`src/rtl/matrix_pkg.sv`:
```
// Shared definitions for the matrix read-port sharing logic.
package matrix_pkg;

  localparam int MRA_NUM_REQ        = 4;
  localparam int MRA_ADDR_WIDTH     = 3;
  localparam int MRA_DATA_WIDTH     = 160;
  localparam int MRA_MEMORY_LATENCY = 2;

  // Successor of a requester index with explicit wrap, so N need not be a power of two.
  function automatic int rr_next(input int idx, input int n);
    return (idx >= n - 1) ? 0 : idx + 1;
  endfunction

endpackage

```
`src/rtl/matrix_read_arbiter_rr_arbiter.sv`:
```
// Round-robin arbiter: one-hot grant searched from the pointer upward with
// wrap-around; the pointer moves past the winner when a grant is taken.
module rr_arbiter
  import matrix_pkg::*;
#(
  parameter int N = MRA_NUM_REQ
) (
  input  logic         clk,
  input  logic         rst,
  input  logic [N-1:0] req,
  input  logic         advance,
  output logic [N-1:0] grant
);

  localparam int PW = (N > 1) ? $clog2(N) : 1;

  logic [PW-1:0] ptr_q;
  logic [PW-1:0] ptr_d;
  logic          found;

  // Two-pass priority search: indices at/after the pointer first, then the ones before it.
  always_comb begin
    grant = '0;
    ptr_d = ptr_q;
    found = 1'b0;
    for (int i = 0; i < N; i++) begin
      if (!found && req[i] && (i >= int'(ptr_q))) begin
        found    = 1'b1;
        grant[i] = 1'b1;
        ptr_d    = PW'(rr_next(i, N));
      end
    end
    for (int i = 0; i < N; i++) begin
      if (!found && req[i] && (i < int'(ptr_q))) begin
        found    = 1'b1;
        grant[i] = 1'b1;
        ptr_d    = PW'(rr_next(i, N));
      end
    end
  end

  // Pointer register; holds when nothing is granted.
  always_ff @(posedge clk) begin
    if (!rst) begin
      ptr_q <= '0;
    end else if (advance && found) begin
      ptr_q <= ptr_d;
    end
  end

endmodule

```
`src/rtl/matrix_read_arbiter.sv`:
```
// Shares one matrix read port between NUM_REQ requesters. Issued reads carry a
// one-hot requester tag through a MEMORY_LATENCY-deep shift register so that
// each memory response is steered back to the requester that asked for it.
module matrix_read_arbiter
  import matrix_pkg::*;
#(
  parameter int NUM_REQ        = MRA_NUM_REQ,
  parameter int ADDR_WIDTH     = MRA_ADDR_WIDTH,
  parameter int DATA_WIDTH     = MRA_DATA_WIDTH,
  parameter int MEMORY_LATENCY = MRA_MEMORY_LATENCY
) (
  input  logic                          clk,
  input  logic                          rst,
  input  logic [NUM_REQ-1:0]            req_valid,
  input  logic [NUM_REQ*ADDR_WIDTH-1:0] req_addr,
  output logic [NUM_REQ-1:0]            req_ready,
  output logic [ADDR_WIDTH-1:0]         mem_addr,
  output logic                          mem_addr_ready,
  input  logic                          mem_valid,
  input  logic [DATA_WIDTH-1:0]         mem_data,
  output logic [NUM_REQ-1:0]            resp_valid,
  output logic [DATA_WIDTH-1:0]         resp_data,
  output logic                          protocol_err
);

  typedef struct packed {
    logic               vld;
    logic [NUM_REQ-1:0] id;
  } tag_t;

  logic [NUM_REQ-1:0]    req_gated;
  logic [NUM_REQ-1:0]    grant;
  logic                  accept;
  logic [ADDR_WIDTH-1:0] sel_addr;

  logic [ADDR_WIDTH-1:0] mem_addr_q, mem_addr_d;
  logic                  mem_addr_ready_q, mem_addr_ready_d;
  logic [NUM_REQ-1:0]    issue_id_q, issue_id_d;

  tag_t                  tag_q [MEMORY_LATENCY];
  tag_t                  tag_d [MEMORY_LATENCY];
  tag_t                  tail;

  logic                  mismatch;
  logic                  protocol_err_q, protocol_err_d;

  // Requests are masked while in reset so no grant (and no pointer move) can occur then.
  assign req_gated = rst ? req_valid : '0;

  rr_arbiter #(
    .N(NUM_REQ)
  ) u_rr (
    .clk     (clk),
    .rst     (rst),
    .req     (req_gated),
    .advance (rst),
    .grant   (grant)
  );

  assign req_ready = grant;
  assign accept    = |grant;

  // Address mux driven by the one-hot grant.
  always_comb begin
    sel_addr = '0;
    for (int i = 0; i < NUM_REQ; i++) begin
      if (grant[i]) begin
        sel_addr = sel_addr | req_addr[i*ADDR_WIDTH +: ADDR_WIDTH];
      end
    end
  end

  // Issue stage next state: address holds between issues, the winner id rides along.
  always_comb begin
    mem_addr_d       = accept ? sel_addr : mem_addr_q;
    mem_addr_ready_d = accept;
    issue_id_d       = grant;
  end

  // Issue stage registers.
  always_ff @(posedge clk) begin
    if (!rst) begin
      mem_addr_q       <= '0;
      mem_addr_ready_q <= 1'b0;
      issue_id_q       <= '0;
    end else begin
      mem_addr_q       <= mem_addr_d;
      mem_addr_ready_q <= mem_addr_ready_d;
      issue_id_q       <= issue_id_d;
    end
  end

  assign mem_addr       = mem_addr_q;
  assign mem_addr_ready = mem_addr_ready_q;

  // Tag shift: stage 0 captures the read presented to the memory this cycle.
  always_comb begin
    tag_d[0].vld = mem_addr_ready_q;
    tag_d[0].id  = issue_id_q;
    for (int s = 1; s < MEMORY_LATENCY; s++) begin
      tag_d[s] = tag_q[s-1];
    end
  end

  // Tag pipeline registers; reset discards every in-flight read.
  always_ff @(posedge clk) begin
    for (int s = 0; s < MEMORY_LATENCY; s++) begin
      if (!rst) begin
        tag_q[s] <= '0;
      end else begin
        tag_q[s] <= tag_d[s];
      end
    end
  end

  // Tail stage lines up with mem_valid; a disagreement suppresses the response.
  always_comb begin
    tail           = tag_q[MEMORY_LATENCY-1];
    mismatch       = rst && (tail.vld != mem_valid);
    resp_valid     = (rst && tail.vld && mem_valid) ? tail.id : '0;
    resp_data      = rst ? mem_data : '0;
    protocol_err_d = protocol_err_q | mismatch;
  end

  // Sticky protocol error flag, cleared only by reset.
  always_ff @(posedge clk) begin
    if (!rst) begin
      protocol_err_q <= 1'b0;
    end else begin
      protocol_err_q <= protocol_err_d;
    end
  end

  assign protocol_err = protocol_err_q;

endmodule

```
`config.mk`:
```
export PLATFORM = sky130hd
export DESIGN_NAME = matrix_read_arbiter
export DESIGN_NICKNAME = d
export VERILOG_FILES = /design/src/rtl/matrix_pkg.sv /design/src/rtl/matrix_read_arbiter_rr_arbiter.sv /design/src/rtl/matrix_read_arbiter.sv
export SDC_FILE = /design/constraint.sdc
export NUM_CORES = 1
export LEC_CHECK = 0
export ABC_AREA = 1
export CAP_MARGIN = 20
export CORE_AREA = 10 10 128 130
export DETAILED_ROUTE_END_ITERATION = 16
export DIE_AREA = 0 0 138 140
export GPL_TIMING_DRIVEN = 0
export HOLD_SLACK_MARGIN = 0.08
export SYNTH_ARGS = -nofsm -noshare
export SYNTH_HDL_FRONTEND = slang
export SYNTH_SLANG_ARGS = --single-unit
```
`constraint.sdc`:
```
create_clock -name clk -period 3.4 [get_ports clk]
set_clock_uncertainty 0.15 [all_clocks]
set_input_delay 0.51 -clock clk [delete_from_list [all_inputs] [get_ports clk]]
set_output_delay 0.51 -clock clk [all_outputs]
set_load 0.05 [all_outputs]
```
==> Word level (Yosys, flattened, before mapping) <==
Memories as Yosys holds them, arrays and structs flattened.
Index checks and enable logic that the tools add are counted.
{ "classes": {"order_cmp": 6, "n_eq_ne": 1, "muxes": 31, "n_bitwise": 6, "reduce_logical": 25} }
{ "ops": {"columns": ["operator", "n"], "rows": [
  ["160-bit two-way mux", 1],
  ["1-bit logical AND", 16],
  ["1-bit two-way mux", 15],
  ["2-bit two-way mux", 7],
  ["3-bit two-way mux", 4],
  ["5-bit two-way mux", 2],
  ["3-bit OR", 3],
  ["4-bit two-way mux", 2],
  ["7-bit nonzero test", 1],
  ["1-bit zero test", 6],
  ["1-bit by 2-bit >= comparator with 1-bit output (first input constant)", 2],
  ["1-bit by 2-bit < comparator with 1-bit output (first input constant)", 2],
  ["4-bit OR reduction", 1],
  ["1-bit OR", 3],
  ["2-bit >= comparator (first input constant)", 1],
  ["2-bit < comparator (first input constant)", 1],
  ["2-bit AND reduction", 1],
  ["1-bit inequality test", 1]
]} }
{ "totals": {"ff_bits": 11, "ram_bits": 10, "in_bits": 179, "out_inout_bits": 173, "word_cells": 75, "mem_count": 1} }
{ "memory_table": {"columns": ["name", "words", "width", "rd", "rd_clocked_by_memory_dff", "write_ports", "line", "rtl"], "rows": [
  ["tag_q", 2, 5, 2, 0, 2, "matrix_read_arbiter.sv:40", "tag_t tag_q [MEMORY_LATENCY];"]
]} }

==> Longest topological paths before layout <==
Gate-level depths: netlist of the first run.
{ "depth": {"depth_word": 29, "ltp_mapped": 12} }

==> By module <==
From an unflattened synthesis of the first run, not the netlist that was laid out.
{ "hier_totals": {"cells_unflattened": 479, "area_unflattened_um2": 2299.7} }
{ "by_module_without_submodules": {"columns": ["mod", "n_inst", "cells_each", "area_per_inst_um2", "seq_area_each_um2"], "rows": [
  ["matrix_read_arbiter", 1, 438, 2068.2, 380.4],
  ["rr_arbiter", 1, 41, 231.5, 40.0]
]} }

==> Least setup slack after synthesis of the first run <==
OpenSTA, ideal clock, no wires.
{ "synth_path": {"kind": "input to output", "start": "in rst", "end": "out resp_valid[0]", "t_arrival_ns": 1.610, "required_time_ns": 2.740, "slack_ns": 1.130, "stages": 4, "path_cell_list": "buf_6 buf_2 nand3_1 nor2_1"} }
{ "synth_between": {"elab_chain_cells": 3} }
{ "synth_rtl": {"columns": ["element", "line", "rtl"], "rows": [
  ["start: declaration", "matrix_read_arbiter.sv:13", "input logic rst,"],
  ["1-bit logical AND (2 in a row)", "matrix_read_arbiter.sv:120", "resp_valid = (rst && tail.vld && mem_valid) ? tail.id : '0;"],
  ["4-bit two-way mux", "matrix_read_arbiter.sv:120", null],
  ["end: declaration", "matrix_read_arbiter.sv:21", "output logic [NUM_REQ-1:0] resp_valid,"]
]} }
Every way passes these cells.

==> Final worst setup path of the first run <==
{ "layout_path": {"start": "in rst", "end": "out resp_data[133]"} }
{ "layout_between": {"elab_chain_cells": 1} }
{ "layout_rtl": {"columns": ["element", "line", "rtl"], "rows": [
  ["160-bit two-way mux", "matrix_read_arbiter.sv:121", "resp_data = rst ? mem_data : '0;"],
  ["end: declaration", "matrix_read_arbiter.sv:22", "output logic [DATA_WIDTH-1:0] resp_data,"]
]} }
Every way passes these cells.

==> flow_results.org, run 1 <==
** Setup path
- Data arrives at the worst endpoint at 2.60 ns.
- In this run the register-to-register setup slack is 1.60 ns.
- The worst setup path is captured at a primary output.
- In this run the critical register-to-register path is launched from u_rr.ptr_q[1].
- The endpoint identified for the worst register-to-register timing path is mem_addr[2].
- Critical Path RT :: 2.74 ns
- Number of cells on the worst reg-to-reg path :: 9
- In this run the worst path has a maximum fanout of 10.
- Kind of critical path :: input pin to primary output
- Startpoint class of the critical path :: input pin
- The most critical setup path has its startpoint at rst.

** Layout
- After routing the design area is 6150 µm².
- Number of diodes :: 0
- In the final layout, the multi-input gates occupy 1020 µm².
- The sequential cells in the finished layout cover a total of 420 µm².
- At the end of the flow the core is filled with cells to 0.446.
- After filler insertion, the fill cell instance count of the layout stands at 1477.
- Compared with the post-synthesis result, the final layout area differs by 176%.
- The net count of the finished layout is 995.
- Share of final-layout standard cells stronger than drive strength 1 :: 0.0454

** Drt
- The final layout contains routed wiring with a total length of 15.9 mm.
- Number of antenna-violating nets in the routed design :: 0
- For this run, the detailed router's first-pass iteration total came to 7.
- Per-cell via count in the routed design :: 3.63
- First-iteration detailed-routing DRC count :: 97
- Across all layers, the routed design uses 3610 vias.
- For this run, design rule violations remaining after detail routing come to 0.
- Routed wire per std cell :: 15.9 µm

** Synthesis
- Yosys printed 0 warnings.
- Of all flip-flops after synthesis, the portion carrying an async set or reset was 0.
- Cell count after synthesis :: 460
- Post-synthesis sequential element count :: 21
- Mean instance size in the synthesized netlist :: 4.84 µm²
- Area share of the largest cell type after synthesis :: 0.320
- Register area share after synthesis :: 0.189
- Count of unique library cells instantiated by Yosys :: 24
- Synthesis produced a netlist with a net count of 639.
- Leading cell types by total area after synthesis :: nand2_1, inv_1, dfxtp_1, nand2_2, nand2_8
- In the synthesized netlist the dominant register cell turns out to be dfxtp_1.
- nand2_1 is the most common cell in the netlist.
- EDFF count, synth :: 0
- The biggest area contributor in the post-synthesis netlist is nand2_1.
- Synth top cells by count :: nand2_1, inv_1, dfxtp_1
- After synthesis the cells add up to 2230 µm².

** Hold path
- Along the worst hold path, the cell count comes to 2.
- WHS Endpoint :: tag_q[1][3]
- In this run the most critical hold path is launched from tag_q[0][3].
- Worst hold path type :: register to register

** GRT
- Global routing finished with a remaining overflow of 0.
- The first global-routing pass estimated 22.7 mm of wire.
- The number of antenna violations at the first check in global routing is 2.
- For this run, the total global-route usage over all layers was measured as 0.150.
- Largest net degree at the start of global routing :: 13
- The via count of the first global-routing pass came to 3553.

** CTS
- Post-CTS timing repair inserted 0 buffers for setup.
- H-tree lvl count :: 1
- Num CTS Buffers :: 3
- The clock passes through at most 2 buffers.
- Clock latency of the later-clocked register in the worst-skew pair :: 0.25 ns
- After clock tree synthesis, the clock-pin slew on the worst setup and hold paths is 0.05 ns.
- Cell at the root of the clock tree :: clkbuf_16
- TritonCTS clock tree :: done
- CTS saw 21 sinks.

** STA
- Headroom to the max-slew limit came out at 0.582.
- Setup repair after global routing left no endpoint under its margin.
- Setup violations remaining at the end of the flow were counted as 0.
- Tightest Pin Transition :: 0.630 ns
- The final number of hold-violating endpoints came to 0.
- Count of pins over their slew limit :: 0
- Of the available clock period, the critical path in the final layout requires 0.960.
- Peak clock frequency supported by timing :: 0.306 GHz
- Final total negative setup slack :: 0 ns
- The clock period could shrink to 3.26 ns.

** Floorplanning
- Core region area :: 13800 µm²
- For this configuration, the core starts out at a cell density of 0.162.
- The die covers 19300 µm².
- 352 I/O pins were placed.
- The floorplan step set the die width to 138 µm.
- The die is 140 µm tall.
- The initialized floorplan defines 43 standard-cell rows.

** Power and ir drop
- Final total power :: 1540 µW
- VDD IR max :: 0.176 mV
- P_leak :: 0.00470 µW
- Power spread over the standard cell area amounts to 251 nW/µm².

** Placed design
- In this run the tool buffered the top-level ports with 351 buffer cells.
- Placed instance area :: 5960 µm²
- Detailed-placement wirelength estimate :: 14.5 mm
- Final GP Congestion :: 0.862

** Run status
- Result of the run :: complete, no violations

** Run
- Number of max-cap violations :: 0
[sequential cells by signal (all words and copies together) (netlist names)]
signal and flops:
issue_id_q 4, mem_addr 3, mem_addr_ready 1, protocol_err 1
tag_q 10, u_rr.ptr_q 2
[worst max-delay path, cell delays in order]
cell and delay [ns]:
clkdlybuf4s50_1 0.51, buf_6 0.17, buf_2 0.23, buf_2 0.26, nand2_1 0.07, inv_1 0.05
clkdlybuf4s50_1 0.79
[metal layers]
| layer | wire (µm) | share of wire | global-route usage | vias up |
|---|---|---|---|---|
| met5 | 7 | 0.00044 | 0 | - |
| met4 | 167 | 0.011 | 0.0189 | 2 |
| li1 | - | - | - | 1917 |
| met1 | 5370 | 0.34 | 0.139 | 1483 |
| met3 | 2050 | 0.13 | 0.0879 | 12 |
| met2 | 8270 | 0.52 | 0.286 | 196 |
[cell usage in the layout, fill, tap and decap left out, types with 3 or more instances in the layout]
cell	instances
dlygate4sd2_1	58
buf_2	8
dlymetal6s2s_1	70
clkdlybuf4s50_1	218
clkbuf_1	8
clkbuf_2	3
dfxtp_1	21
inv_2	3
nand3_1	4
clkdlybuf4s15_1	4
inv_1	181
clkbuf_16	3
nor2_1	10
nand4_1	5
nand2_1	190
nand2_2	8
nand3_2	3
a21oi_1	3
[logic make-up after synthesis]
family,synth area share
buf+inv,0.354
simple gates,0.437
compound gates,0.0157
flops,0.189
xor+xnor,0.00394
[worst max-delay path by stage]
stage                                 to  slack, ns  cells past startpoint
after global routing      resp_data[133]      0.004                      7
after global placement     resp_data[85]      -0.42                      7
after floorplan            resp_valid[0]       1.13                      4
final                     resp_data[133]       0.14                      7
after CTS                  resp_data[66]      0.002                      7
after detailed placement   resp_data[85]      -0.43                      7
[power by group]
group / switching [µW] / internal, µW / total, µW / leakage (µW)
logic: 626 / 391 / 1020 / 0.00449
registers: 10.8 / 269 / 280 / 0.000174
clock network: 86.5 / 158 / 244 / 0.0000409
[metrics by stage]
step           setup slack, ns  hold slack [ns]  instances
2_1_floorplan             1.13            0.240        460
3_3_place_gp            -0.418            0.242        991
3_5_place_dp            -0.428            0.246        991
4_1_cts                0.00239            0.259        995
5_1_grt                0.00443            0.274        995
6_report                 0.136            0.258        995
[repair_timing]
item,CTS,global route
setup endpoints to repair,129,76
hold endpoints to repair,0,0
resized for setup,65,77
hold buffers,0,0
[area by class of cell]
cell class	count	share of cell area
timing repair buffer	351	0.588
multi-input combinational	234	0.166
inverter	185	0.113
sequential	21	0.0684
tap	180	0.0366
buffer	20	0.0155
clock buffer	3	0.0122
clock inverter	1	0.000814
(Power assumes the default switching activity.)
==> inputs of run 2 (changes only) <==
--- a/config.mk
+++ b/config.mk
@@ -6,12 +6,13 @@
 export NUM_CORES = 1
 export LEC_CHECK = 0
 export ABC_AREA = 1
-export CAP_MARGIN = 20
+export CAP_MARGIN = 10
 export CORE_AREA = 10 10 128 130
 export DETAILED_ROUTE_END_ITERATION = 16
 export DIE_AREA = 0 0 138 140
 export GPL_TIMING_DRIVEN = 0
 export HOLD_SLACK_MARGIN = 0.08
+export PLACE_DENSITY = 0.68
 export SYNTH_ARGS = -nofsm -noshare
 export SYNTH_HDL_FRONTEND = slang
 export SYNTH_SLANG_ARGS = --single-unit
==> flow_results.org, run 2 (same netlist as run 1, synthesis figures left out) <==
** Run status
- Result of the run :: complete, no violations

** Setup path
- STA classifies the critical path endpoint as a primary output.
- Startpoint class of the critical path :: input pin
- Slowest stage cell, crit path :: clkdlybuf4s50_1
- The required time of the critical path was 2.74 ns (about the same).
- The critical path arrival came to 2.61 ns (about the same).
- The signal on the critical path passes through clkdlybuf4s50_1 -> buf_6 -> clkbuf_2 -> buf_2 -> nand2_1 -> inv_1 -> clkdlybuf4s50_1.
- Critical path's most frequent cell :: clkdlybuf4s50_1
- Max FO, Critical Path :: 10 (unchanged)
- Kind of critical path :: input pin to primary output
- Slowest stage delay, CP :: 0.81 ns (+0.02 ns)

** Power and ir drop
- The combinational share of power came to 0.662 (+0.002).
- Sw frac :: 0.468 (-0.00151)
- Psw :: 718 µW (-0.79%)
- The clock group share of total power was 0.156 (-0.002).
- The internal cell power was 816 µW (-0.18%).
- VDD IR max :: 0.167 mV (-4.9%)
- The areal power density over the cells came to 251 nW/µm² (+0.15%).
- The fraction of power consumed by sequential logic is 0.182 (about the same).
- P_leak :: 0.00458 µW (-2.6%)
- The post-route total power came to 1530 µW (-0.47%).

** CTS
- The total clock buffers created by CTS is 3 (unchanged).
- The register clock-pin slew on the reported worst setup and hold paths was 0.05 ns (about the same).
- Setup repair bufs after CTS :: 0 (unchanged)
- TritonCTS clock tree :: done
- The total number of H-tree levels came to 1 (unchanged).
- The tree is rooted in a clkbuf_16.
- Post-CTS Resized :: 74 (+14%)
- The count of clock tree sinks came to 21 (unchanged).
- The quantity of hold-fixing buffers added after cts was 0 (unchanged).
- The clock tree buffer depth is 2 (unchanged).
- Clock latency of the later-clocked register in the worst-skew pair :: 0.25 ns (about the same)

** Drt
- The post-detailed-route wirelength per cell came to 15.8 µm (-0.99%).
- The detailed-route vias per instance was 3.66 (+0.79%).
- The total number of vias was 3642 (+0.89%).
- Total DRC errors in the routed layout :: 0 (unchanged)
- First-iteration detailed-routing DRC count :: 57 (-41%)
- Number of antenna-violating nets in the routed design :: 0 (unchanged)
- Number of iterations in the first detailed-routing pass :: 4 (-3)
- The total wire length was 15.7 mm (-0.89%).

** STA
- Setup violators final :: 0 (unchanged)
- Peak clock frequency supported by timing :: 0.306 GHz (-0.26%)
- Count of pins over their slew limit :: 0 (unchanged)
- The final number of hold-violating endpoints was 0 (unchanged).
- The post-route worst setup slack was 0.128 ns (-0.00858 ns).
- Tightest Pin Transition :: 0.601 ns (-0.0284 ns)
- Tightest slew margin relative to the limit :: 0.601 (+0.0189)
- Fin crit share :: 0.962 (+0.00252)
- Setup repair after global routing missed its margin :: no
- Clock period minus final worst setup slack :: 3.27 ns (+0.00858 ns)

** Layout
- Area Growth Syn to Fin :: 174%
- Leading cell type in the layout, fill and taps excluded :: clkdlybuf4s50_1
- Non-filler cells in the finished layout :: 996 (+0.10%)
- Largest register FFs :: 10 (unchanged)
- Final core utilization :: 0.443 (-0.00272)
- Count of filler cells inserted in the layout :: 1464 (-0.88%)
- Number of nets at the end of the flow :: 995 (unchanged)
- Most frequent cells in the layout :: clkdlybuf4s50_1, nand2_1, inv_1, dlygate4sd2_1, dlymetal6s2s_1
- Most flops, register :: tag_q
- Share of final-layout standard cells stronger than drive strength 1 :: 0.0429 (-0.00245)

** Run
- Number of max-cap violations :: 0 (unchanged)

** Placed design
- Detailed-placement wirelength estimate :: 14.6 mm (+0.73%)
- The pre-CTS worst setup slack came to -0.467 ns (-0.0385 ns).
- Total placed cells including tap cells :: 991 (unchanged)
- The placer's final routability congestion estimate is 0.871 (+1.0%).
- Count of buffers inserted at the top-level ports :: 351 (unchanged)

** GRT
- Wire length of the first global-routing pass :: 22.4 mm (-1.5%)
- Largest net degree at the start of global routing :: 12 (-1)
- Vias in the first global route :: 3584 (+0.87%)
- Global routing usage summed across all routing layers :: 0.148 (-0.00269)
- Overflow left after global routing :: 0 (unchanged)
- The number of antenna violations at the first check in global routing is 1 (-1).

** Floorplanning
- Die Span X :: 138 µm (unchanged)
- Floorplan die area :: 19300 µm² (unchanged)
- Die height :: 140 µm (unchanged)
- The initial standard-cell utilization of the core was 0.162 (unchanged).
- Io pins :: 352 (unchanged)
- The placeable core area came to 13800 µm² (unchanged).
- The placement row count is 43 (unchanged).

** Hold path
- The path class of the tightest hold or removal check is register to register.
run 2: routing by layer:
layer,wire length (µm),share of wire,track usage,vias up
met3,1940,0.12,0.0771,8
li1,-,-,-,1915
met2,8280,0.53,0.283,198
met5,0,0,0,-
met1,5360,0.34,0.139,1521
met4,153,0.0097,0.0194,0
run 2: power by group through the flow:
stage | logic [µW] | registers (µW) | clock network, µW
floorplan | 543 | 313 | 0
global placement | 1060 | 283 | 0
detailed placement | 1060 | 284 | 0
CTS | 1030 | 279 | 244
global route | 1070 | 281 | 254
finish | 1020 | 279 | 240
run 2: cell type report:
type,count,area [µm²],share of cell area
buffer,20,95.1,0.0156
sequential,21,420,0.0688
antenna,1,2.50,0.000410
clock buffer,4,78.8,0.0129
tap,180,225,0.0369
multi-input combinational,234,1020,0.167
inverter,185,697,0.114
timing repair buffer,351,3570,0.585
run 2: path summary, 6_finish.rpt:
path	startpoint	end	depth (start not counted)	slack [ns]
setup / recovery	rst	resp_data[60]	7	0.13
hold / removal	tag_q[0][4]	tag_q[1][4]	2	0.26
setup reg to reg	u_rr.ptr_q[0]	mem_addr[0]	10	1.78
hold reg to reg	tag_q[0][4]	tag_q[1][4]	2	0.26
run 2: worst max-delay path, delay by kind of cell:
family | cells | cell delay [ns]
and+or+nand+nor | 1 | 0.06
buffers and inverters | 6 | 2.03
run 2: stage by stage:
step / cell area, µm² / hold WS (ns) / TNS [ns]
floorplan: 2230 / 0.240 / 0
global placement: 5960 / 0.243 / -25.24
detailed placement: 5960 / 0.246 / -25.86
CTS: 5960 / 0.259 / 0
global route: 6110 / 0.276 / 0
finish: 6110 / 0.259 / 0
==> inputs of run 3 (changes only) <==
--- a/config.mk
+++ b/config.mk
@@ -10,7 +10,7 @@
 export CORE_AREA = 10 10 128 130
 export DETAILED_ROUTE_END_ITERATION = 16
 export DIE_AREA = 0 0 138 140
-export GPL_TIMING_DRIVEN = 0
+export GPL_TIMING_DRIVEN = 1
 export HOLD_SLACK_MARGIN = 0.08
 export PLACE_DENSITY = 0.68
 export SYNTH_ARGS = -nofsm -noshare
==> flow_results.org, run 3 (same netlist as run 1, synthesis figures left out) <==
** Floorplanning
- Floorplan die area :: 19300 µm² (unchanged)
- The placeable core area came to 13800 µm² (unchanged).
- The die extent in y is 140 µm (unchanged).
- The horizontal die dimension came to 138 µm (unchanged).
- The initial standard-cell utilization of the core came to 0.162 (unchanged).
- The I/O pin count is 352 (unchanged).
- Row cnt :: 43 (unchanged)

** Layout
- Most frequent cells in the layout :: clkdlybuf4s50_1, nand2_1, inv_1, buf_4, dfxtp_1
- Share of final-layout standard cells stronger than drive strength 1 :: 0.0648 (+0.0219)
- Most flops, register :: tag_q
- Leaving out fill and tap cells, the most frequent cell in the layout is clkdlybuf4s50_1.
- Largest register FFs :: 10 (unchanged)
- From synthesis to final layout, the design area changed by 171%.
- Number of nets at the end of the flow :: 982 (-1.3%)

** Hold path
- The path class of the tightest hold or removal check is register to register.

** STA
- Peak clock frequency supported by timing :: 0.358 GHz (+17%)
- The count of final max-slew check failures came to 0 (unchanged).
- The count of final setup violators was 0 (unchanged).
- The final critical-path share of the clock period is 0.821 (-0.142).
- The minimum clock period after layout came to 2.79 ns (-0.481 ns).
- Tightest Pin Transition :: 0.586 ns (-0.0158 ns)
- Setup repair after global routing left no endpoint under its margin.
- The total negative slack is 0 ns (unchanged).
- The max-slew headroom at the worst pin came to 0.608 (+0.00772).
- Worst hold slack after final layout :: 0.257 ns (-0.00263 ns)
- Final count of hold timing violations :: 0 (unchanged)

** GRT
- The largest net degree at the start of global routing was 60 (+48).
- Vias in the first global route :: 3376 (-5.8%)
- The wire length of the first global-routing pass came to 21.2 mm (-5.2%).
- Number of antenna violations at the first check in global routing :: 4 (+3)
- The all-layer global routing usage was 0.140 (-0.00783).
- The overflow left after global routing came to 0 (unchanged).

** Setup path
- Max FO, Critical Path :: 59 (+49)
- Buf+Inv Stages, Crit Path :: 2 (-4)
- The biggest cell delay along the critical path came to 0.82 ns (about the same).
- Worst setup EP type :: primary output
- STA classifies the critical path startpoint as an input pin.
- The critical path arrival came to 2.13 ns (-0.48 ns).
- CP cell instances :: buf_6 -> nand3_1 -> nor2_1 -> clkdlybuf4s50_1
- Slowest stage cell, crit path :: clkdlybuf4s50_1
- Critical Path RT :: 2.74 ns (about the same)
- Kind of critical path :: input pin to primary output
- Broken down by cell family, the worst path's largest delay share belongs to buffers and inverters.

** CTS
- Cell at the root of the clock tree :: clkbuf_16
- The clock tree buffer depth is 2 (unchanged).
- Setup repair bufs after CTS :: 0 (unchanged)
- Clock sinks :: 21 (unchanged)
- The post-CTS resize count was 0 (-100%).
- The clock insertion delay at the later pin of the skew report was 0.25 ns (about the same).
- The register clock-pin slew on the reported worst setup and hold paths was 0.05 ns (about the same).
- TritonCTS built the clock tree.
- H-tree lvl count :: 1 (unchanged)
- CTS hold repair buffers :: 0 (unchanged)
- The total clock buffers created by CTS is 3 (unchanged).

** Drt
- The post-detailed-route count of antenna-violating nets came to 0 (unchanged).
- The total wire length is 15.1 mm (-3.8%).
- The count of unresolved DRC violations after routing is 0 (unchanged).
- Via Count :: 3578 (-1.8%)
- First-iteration detailed-routing DRC count :: 65 (+14%)
- Routed wire per std cell :: 15.4 µm (-2.7%)
- The detailed-route vias per instance is 3.64 (-0.56%).
- The iteration count of the initial detailed-routing pass was 4 (unchanged).

** Run
- Number of max-cap violations :: 0 (unchanged)

** Placed design
- The HPWL after detailed placement is 13.9 mm (-4.8%).
- Count of buffers inserted at the top-level ports :: 351 (unchanged)
- Final GP Congestion :: 0.849 (-2.6%)

** Power and ir drop
- The worst voltage drop across the vdd grid is 0.141 mV (-16%).
- The cell leakage power came to 0.00357 µW (-22%).
- Ratio of total power to cell area :: 261 nW/µm² (+4.0%)

** Run status
- The flow ran to the end, and the final reports show no timing, DRC or antenna violations.
run 3: cell types whose count changed in the layout (fill, tap and decap cells not counted), moves of 5 or more:
cell and delta:
buf_4 +22, buf_2 -8, clkdlybuf4s50_1 +109, buf_12 +5
clkbuf_1 -7, dlygate4sd2_1 -71, dlymetal6s2s_1 -59
run 3: power by group:
part / internal, µW / switching [µW] / total (µW)
clock: 160 / 84.7 / 244
sequential: 269 / 9.58 / 279
combinational: 425 / 625 / 1050
run 3: layout make-up:
| type | instances | area, µm² |
|---|---|---|
| clock buffers | 4 | 78.8 |
| diodes | 2 | 5.00 |
| well taps | 180 | 225 |
| inverters | 185 | 697 |
| multi-input cells | 234 | 1020 |
| fillers | 1449 | 7750 |
| flip-flops and latches | 21 | 420 |
| repair buffers | 358 | 3580 |
run 3: metal layers:
metal  routed length (µm)  vias to the layer above  share of wire  global-route usage
li1                     -                     1896              -                   -
met4                  181                        4          0.012              0.0239
met3                 1930                       15           0.13              0.0808
met2                 7780                      212           0.51               0.263
met1                 5210                     1451           0.34               0.129
met5                   26                        -         0.0017                   0
run 3: final timing paths:
check                     start       endpoint  slack (ns)  cells past startpoint
setup / recovery            rst  resp_valid[3]        0.61                      4
hold / removal      tag_q[0][0]    tag_q[1][0]        0.26                      2
setup reg to reg  u_rr.ptr_q[0]    mem_addr[1]        1.78                     10
hold reg to reg     tag_q[0][0]    tag_q[1][0]        0.26                      2
run 3: per-stage QoR:
step	instances	worst slack, ns	total power (µW)	util	instance area (µm²)
after floorplan	460	1.13	856	-	2230
after global placement	978	0.600	1340	0.431	5940
after detailed placement	978	0.597	1340	0.431	5940
after CTS	982	0.593	1590	0.437	6020
after global routing	982	0.446	1640	0.437	6020
final	984	0.609	1570	0.437	6020
run 3: worst reg2reg max path: cells and delay by family, from the launching register on:
family | cells | cell delay [ns]
AO/OA/AOI/OAI | 1 | 0.12
buffers and inverters | 1 | 0.06
flip-flops | 1 | 0.33
AND/OR/NAND/NOR | 8 | 0.85
